--- src/rtl/game_timer.sv ---
// game_timer: single-clock seed counter and programmable game timer.
// A prescaler derives the timing tick from clk_50M; the FSM selects between
// free-running seed counting and one-shot / periodic tick timing.
module game_timer #(
  parameter int CLK_HZ  = 50_000_000,
  parameter int TICK_HZ = 2_000,
  parameter int WIDTH   = 12,
  parameter int TIMEOUT = 4095
) (
  input  logic             clk_50M,
  input  logic             i_Reset,
  input  logic             i_SeedEn,
  input  logic             i_Start,
  input  logic             i_Periodic,
  input  logic             i_Stop,
  output logic [WIDTH-1:0] o_Count,
  output logic             o_Tick,
  output logic             o_Done,
  output logic             o_Expired,
  output logic             o_Busy
);

  localparam int DIV = CLK_HZ / TICK_HZ;
  // Guard keeps the prescaler at least one bit wide even for a bad DIV,
  // so the elaboration error below is what gets reported.
  localparam int PW  = (DIV > 2) ? $clog2(DIV) : 1;

  localparam logic [PW-1:0]    PMAX      = PW'(DIV - 1);
  localparam logic [WIDTH-1:0] CNT_LAST  = WIDTH'(TIMEOUT - 1);
  localparam logic [WIDTH-1:0] CNT_FINAL = WIDTH'(TIMEOUT);

  // Parameter sanity checks at elaboration time
  if (DIV < 2) begin : g_bad_div
    $error("game_timer: CLK_HZ/TICK_HZ must be >= 2");
  end
  if (TIMEOUT == 0) begin : g_bad_to_zero
    $error("game_timer: TIMEOUT must be >= 1");
  end
  if (64'(TIMEOUT) > ((64'(1) << WIDTH) - 64'(1))) begin : g_bad_to_wide
    $error("game_timer: TIMEOUT does not fit in WIDTH bits");
  end

  typedef enum logic [1:0] {
    ST_IDLE    = 2'd0,
    ST_SEED    = 2'd1,
    ST_TIMING  = 2'd2,
    ST_EXPIRED = 2'd3
  } state_t;

  state_t          state;
  logic [PW-1:0]   presc;
  logic [PW-1:0]   presc_nxt;
  logic            tick_q;
  logic            periodic_q;
  logic [WIDTH-1:0] count;
  logic            done_q;
  logic            expired_q;
  logic            busy_q;

  // Next prescaler value: wraps DIV-1 -> 0 (DIV need not be a power of two)
  always_comb begin
    presc_nxt = (presc == PMAX) ? '0 : presc + PW'(1);
  end

  // Free-running prescaler; tick is registered so it is high exactly while presc==DIV-1
  always_ff @(posedge clk_50M) begin
    if (i_Reset) begin
      presc  <= '0;
      tick_q <= 1'b0;
    end else if (i_Start) begin
      presc  <= '0;
      tick_q <= 1'b0;
    end else begin
      presc  <= presc_nxt;
      tick_q <= (presc_nxt == PMAX);
    end
  end

  // Mode FSM with count and registered status outputs
  always_ff @(posedge clk_50M) begin
    if (i_Reset) begin
      state      <= ST_IDLE;
      count      <= '0;
      periodic_q <= 1'b0;
      done_q     <= 1'b0;
      expired_q  <= 1'b0;
      busy_q     <= 1'b0;
    end else begin
      done_q <= 1'b0;
      if (i_Start) begin
        // Start (or restart) always wins; a restart never reports done
        state      <= ST_TIMING;
        count      <= '0;
        periodic_q <= i_Periodic;
        busy_q     <= 1'b1;
        expired_q  <= 1'b0;
      end else if (i_Stop) begin
        // Abort: count is left as-is for inspection
        state     <= ST_IDLE;
        busy_q    <= 1'b0;
        expired_q <= 1'b0;
      end else begin
        case (state)
          ST_IDLE: begin
            // Seed counting starts on the first enabled clock
            if (i_SeedEn) begin
              state <= ST_SEED;
              count <= count + WIDTH'(1);
            end
          end
          ST_SEED: begin
            // Dropping the enable freezes the seed for the dealer
            if (i_SeedEn) count <= count + WIDTH'(1);
            else          state <= ST_IDLE;
          end
          ST_TIMING: begin
            if (tick_q) begin
              if (count == CNT_LAST) begin
                done_q <= 1'b1;
                if (periodic_q) begin
                  count <= '0;
                end else begin
                  count     <= CNT_FINAL;
                  state     <= ST_EXPIRED;
                  busy_q    <= 1'b0;
                  expired_q <= 1'b1;
                end
              end else begin
                count <= count + WIDTH'(1);
              end
            end
          end
          ST_EXPIRED: begin
            // Hold TIMEOUT until restarted or stopped
          end
          default: begin
            state <= ST_IDLE;
          end
        endcase
      end
    end
  end

  assign o_Count   = count;
  assign o_Tick    = tick_q;
  assign o_Done    = done_q;
  assign o_Expired = expired_q;
  assign o_Busy    = busy_q;

endmodule

--- config.mk ---
export PLATFORM = sky130hd
export DESIGN_NAME = game_timer
export DESIGN_NICKNAME = d
export VERILOG_FILES = /design/src/rtl/game_timer.sv
export SDC_FILE = /design/constraint.sdc
export NUM_CORES = 1
export LEC_CHECK = 0
export ABC_AREA = 1
export CORE_ASPECT_RATIO = 0.75
export CORE_MARGIN = 10
export CORE_UTILIZATION = 25
export CTS_CLUSTER_SIZE = 16
export DETAILED_ROUTE_END_ITERATION = 10
export RECOVER_POWER = 100
export SYNTH_ARGS = -nofsm -noshare
export SYNTH_HDL_FRONTEND = slang
export SYNTH_SLANG_ARGS = --single-unit
export TNS_END_PERCENT = 50
--- constraint.sdc ---
create_clock -name clk_50M -period 1.7 [get_ports clk_50M]
set_clock_uncertainty 0.05 [all_clocks]
set_input_delay 0.17 -clock clk_50M [delete_from_list [all_inputs] [get_ports clk_50M]]
set_output_delay 0.17 -clock clk_50M [all_outputs]
set_load 0.03 [all_outputs]
==> results_dict.tcl <==
set metrics [dict create \
    run_status "finished clean" \
    rsz0062_at_grt "false" \
    worstPathRequired_ns 1.48 \
    place_hpwl_um 3980 \
    cp_max_fo 4 \
    final_min_period_over_clock_period_pct 97.2 \
    cts-buffers-inserted 5 \
    n_fill_cell 857 \
    holdCritPathClass "reg -> reg" \
    clock_tree_from_tritoncts "built" \
    drc_violations 0 \
    power.density_nw_per_um2 595 \
    ctsHtreeMaxLevel 2 \
    global_route.usage.total_pct 8.73 \
    netlist-cell-type-count 37 \
    cts_hold_repair.buffers 0 \
    number_of_global_route_vias_before_repair 1797 \
    routed-via-count 2001 \
    detailedRoute.firstPassIterationCount 4 \
    fraction_of_synthesized_cell_area_taken_by_the_top_area_cell_type_pct 33.9 \
    syn_area_um2 2010 \
    starting_utilization_of_the_core_area_pct 25.6 \
    worst-endpoint-arrival_ns 1.43 \
    netlist.top_cell.by_area "sky130_fd_sc_hd__dfxtp_1" \
    port_buffers 21 \
    avgSynthCellArea_um2 6.83 \
    syn2layout_area_growth_pct 26.2 \
    period_minus_slack_ns 1.65 \
    drt-total-wl_um 5230 \
    critical_path.cell_chain "buf_4 > clkdlybuf4s50_1" \
    dr_wl_cell_um 12.0 \
    timing.fmax_mhz 605 \
    detail_route.iter0.violations 160 \
    fin_setup_tns_ns 0 \
    nets 342 \
    clkLatencyLatePin_ns 0.28 \
    critPathLaunchType "register" \
    die_w_um 124 \
    grt_start_max_net_pins 18 \
    tightest_slew_ns 0.412 \
    die-area_um2 12100 \
    cell_types_with_the_largest_area_share_after_synthesis "sky130_fd_sc_hd__dfxtp_1, sky130_fd_sc_hd__nand2_1, sky130_fd_sc_hd__nor2_1" \
    floorplan.rows 28 \
    timing.hold.ws_ns 0.411 \
    criticalPathCategory "reg -> out" \
    top_level_ports 22 \
    slew_viol_final 0 \
    globalplace.congestion 0.863 \
    first_pass_grt_wire_length_um 8630 \
    power.static_leakage_nw 0.974 \
    worst_setup_path_end_kind "primary output" \
    cts_num_sinks 34 \
    portion_of_the_post_synthesis_area_used_by_sequential_elements_pct 33.9 \
    register_bit_count_reported_by_yosys 34 \
    final-setup-viol-count 0 \
    maxSlewHeadroom_pct 72.4 \
    cp_slowest_stage_delay_ns 0.67 \
    ys_warn_count 0 \
    finalHoldViolations 0 \
    antennaDiodeCount 0 \
    cp.buffers_inverters 2 \
    postRouteAntennaNets 0 \
    grt-ovfl-total 0 \
    synth_cells 294 \
    number_of_nets_produced_by_synthesis 304 \
    ctsLongestPathBuffers 2 \
    layout-drive-gt1-share_pct 17.5 \
    cts.reportedPaths.clkPinSlew_ns 0.07 \
    die_y_um 97.6 \
    vias_per_cell 4.58 \
    core-area_um2 7850 \
    worst_ir_drop_vdd_mv 0.278 \
    critical-path-slowest-cell "sky130_fd_sc_hd__clkdlybuf4s50_1" \
    antenna_violations_before_repair 0 \
    drv_cap 0 \
    clockRootBuffer "sky130_fd_sc_hd__clkbuf_8" \
    crit_family "buffers and inverters" \
]
==> layout by cell type, fill, tap and decap left out, drive strengths merged, types with 2 or more instances in the layout <==
| cell type | count |
|---|---|
| a211oi | 2 |
| a21oi | 16 |
| buf | 16 |
| clkbuf | 9 |
| clkdlybuf4s50 | 14 |
| dfxtp | 34 |
| dlygate4sd3 | 4 |
| ha | 4 |
| inv | 37 |
| nand2 | 65 |
| nand3 | 29 |
| nand4 | 8 |
| nor2 | 60 |
| nor3 | 5 |
| o211ai | 4 |
| o21ai | 9 |
| or2 | 2 |
| xnor2 | 2 |
| xor2 | 6 |
==> cell type report <==
| type | count | area [um2] | area share (%) |
|---|---|---|---|
| clock buffers | 7 | 76.3 | 3.01 |
| inverters | 38 | 155 | 6.12 |
| multi-input cells | 216 | 1150 | 45.5 |
| flip-flops and latches | 34 | 691 | 27.2 |
| well taps | 105 | 131 | 5.18 |
| repair buffers | 37 | 329 | 13.0 |
==> cell usage after synthesis <==
library cell / n
sky130_fd_sc_hd__buf_4: 2
sky130_fd_sc_hd__nand2_2: 5
sky130_fd_sc_hd__o211ai_2: 2
sky130_fd_sc_hd__a21oi_1: 15
sky130_fd_sc_hd__a31oi_1: 1
sky130_fd_sc_hd__nand3_1: 26
sky130_fd_sc_hd__or2_0: 1
sky130_fd_sc_hd__or2_2: 1
sky130_fd_sc_hd__xnor2_1: 2
sky130_fd_sc_hd__dfxtp_1: 34
sky130_fd_sc_hd__nand3b_4: 1
sky130_fd_sc_hd__o21ai_2: 1
sky130_fd_sc_hd__o21ai_1: 2
sky130_fd_sc_hd__nor3_1: 4
sky130_fd_sc_hd__nand4_2: 1
sky130_fd_sc_hd__o31ai_1: 1
sky130_fd_sc_hd__nand4_1: 7
sky130_fd_sc_hd__nor3_2: 1
sky130_fd_sc_hd__nand2_1: 57
sky130_fd_sc_hd__clkbuf_4: 1
sky130_fd_sc_hd__a21oi_2: 1
sky130_fd_sc_hd__nand3_2: 3
sky130_fd_sc_hd__buf_2: 2
sky130_fd_sc_hd__o21bai_1: 1
sky130_fd_sc_hd__nand2_4: 2
sky130_fd_sc_hd__clkinv_8: 1
sky130_fd_sc_hd__nor2_1: 51
sky130_fd_sc_hd__clkbuf_1: 2
sky130_fd_sc_hd__o21ai_0: 6
sky130_fd_sc_hd__inv_2: 2
sky130_fd_sc_hd__inv_1: 35
sky130_fd_sc_hd__o211ai_1: 2
sky130_fd_sc_hd__nor2_2: 7
sky130_fd_sc_hd__nor2_4: 2
sky130_fd_sc_hd__a211oi_1: 2
sky130_fd_sc_hd__xor2_1: 6
sky130_fd_sc_hd__ha_1: 4
==> flip-flops by register name (all words and copies together), names as in the netlist <==
register and flops:
o_Count 12, periodic_q 1, o_Busy 1, o_Expired 1
o_Done 1, presc 15, state 2, o_Tick 1
==> logic make-up after synthesis <==
kind of cell | share of synthesized area [%]
and+or+nand+nor | 40.0
xor gates and xnor gates | 3.49
DFF | 33.9
AOI/OAI and AO/OA | 10.4
adders and majority gates | 2.49
buffers and inverters | 9.71
==> stage by stage <==
stage	power [mW]	cells	utilization (%)	cell area, um2	setup slack, ns
2_1_floorplan	0.905	294	-	2010	0.126
3_3_place_gp	0.963	424	30.7	2410	0.0740
3_5_place_dp	0.963	424	30.7	2410	0.0750
4_1_cts	1.53	431	31.6	2480	0.0130
5_1_grt	1.59	437	32.3	2530	0.00457
6_report	1.51	437	32.3	2530	0.0470
==> final timing paths <==
kind           endpoint  cells past startpoint        from  slack [ns]
max          o_Count[0]                      2  o_Count[0]        0.05
min reg2reg   o_Expired                      2   o_Expired        0.41
max reg2reg  o_Count[8]                     10  o_Count[2]        0.09
min           o_Expired                      2   o_Expired        0.41
==> routing by layer <==
metal | part of all wire [%] | global-route usage, %
met2 | 39 | 11.2
met3 | 8.2 | 2.85
met5 | 0 | 0
met1 | 52 | 12.8
met4 | 1.3 | 3.31
==> worst reg2reg max path: stages, from the launching register on <==
cell and delay [ns]:
sky130_fd_sc_hd__dfxtp_1 0.46, sky130_fd_sc_hd__nand2_1 0.12, sky130_fd_sc_hd__nand3b_4 0.18, sky130_fd_sc_hd__nor2_4 0.16, sky130_fd_sc_hd__nand2_4 0.12, sky130_fd_sc_hd__clkinv_8 0.11, sky130_fd_sc_hd__buf_4 0.11, sky130_fd_sc_hd__nor2_2 0.03
sky130_fd_sc_hd__nand2_2 0.05, sky130_fd_sc_hd__nand3_2 0.06, sky130_fd_sc_hd__a21oi_2 0.10
==> where the power goes <==
part	leakage, nW	total (mW)	internal (mW)	switching [mW]
clock network	0.0383	0.562	0.282	0.280
registers	0.278	0.820	0.806	0.0143
logic	0.659	0.126	0.0521	0.0739
==> what timing repair did <==
action	4_1_cts	5_1_grt
cloned	0	1
pin swaps	0	4
endpoints found under the setup margin	1	14
buffers inserted	0	6
resized for setup	1	13
No activity file was read; power rests on OpenSTA's default activity.
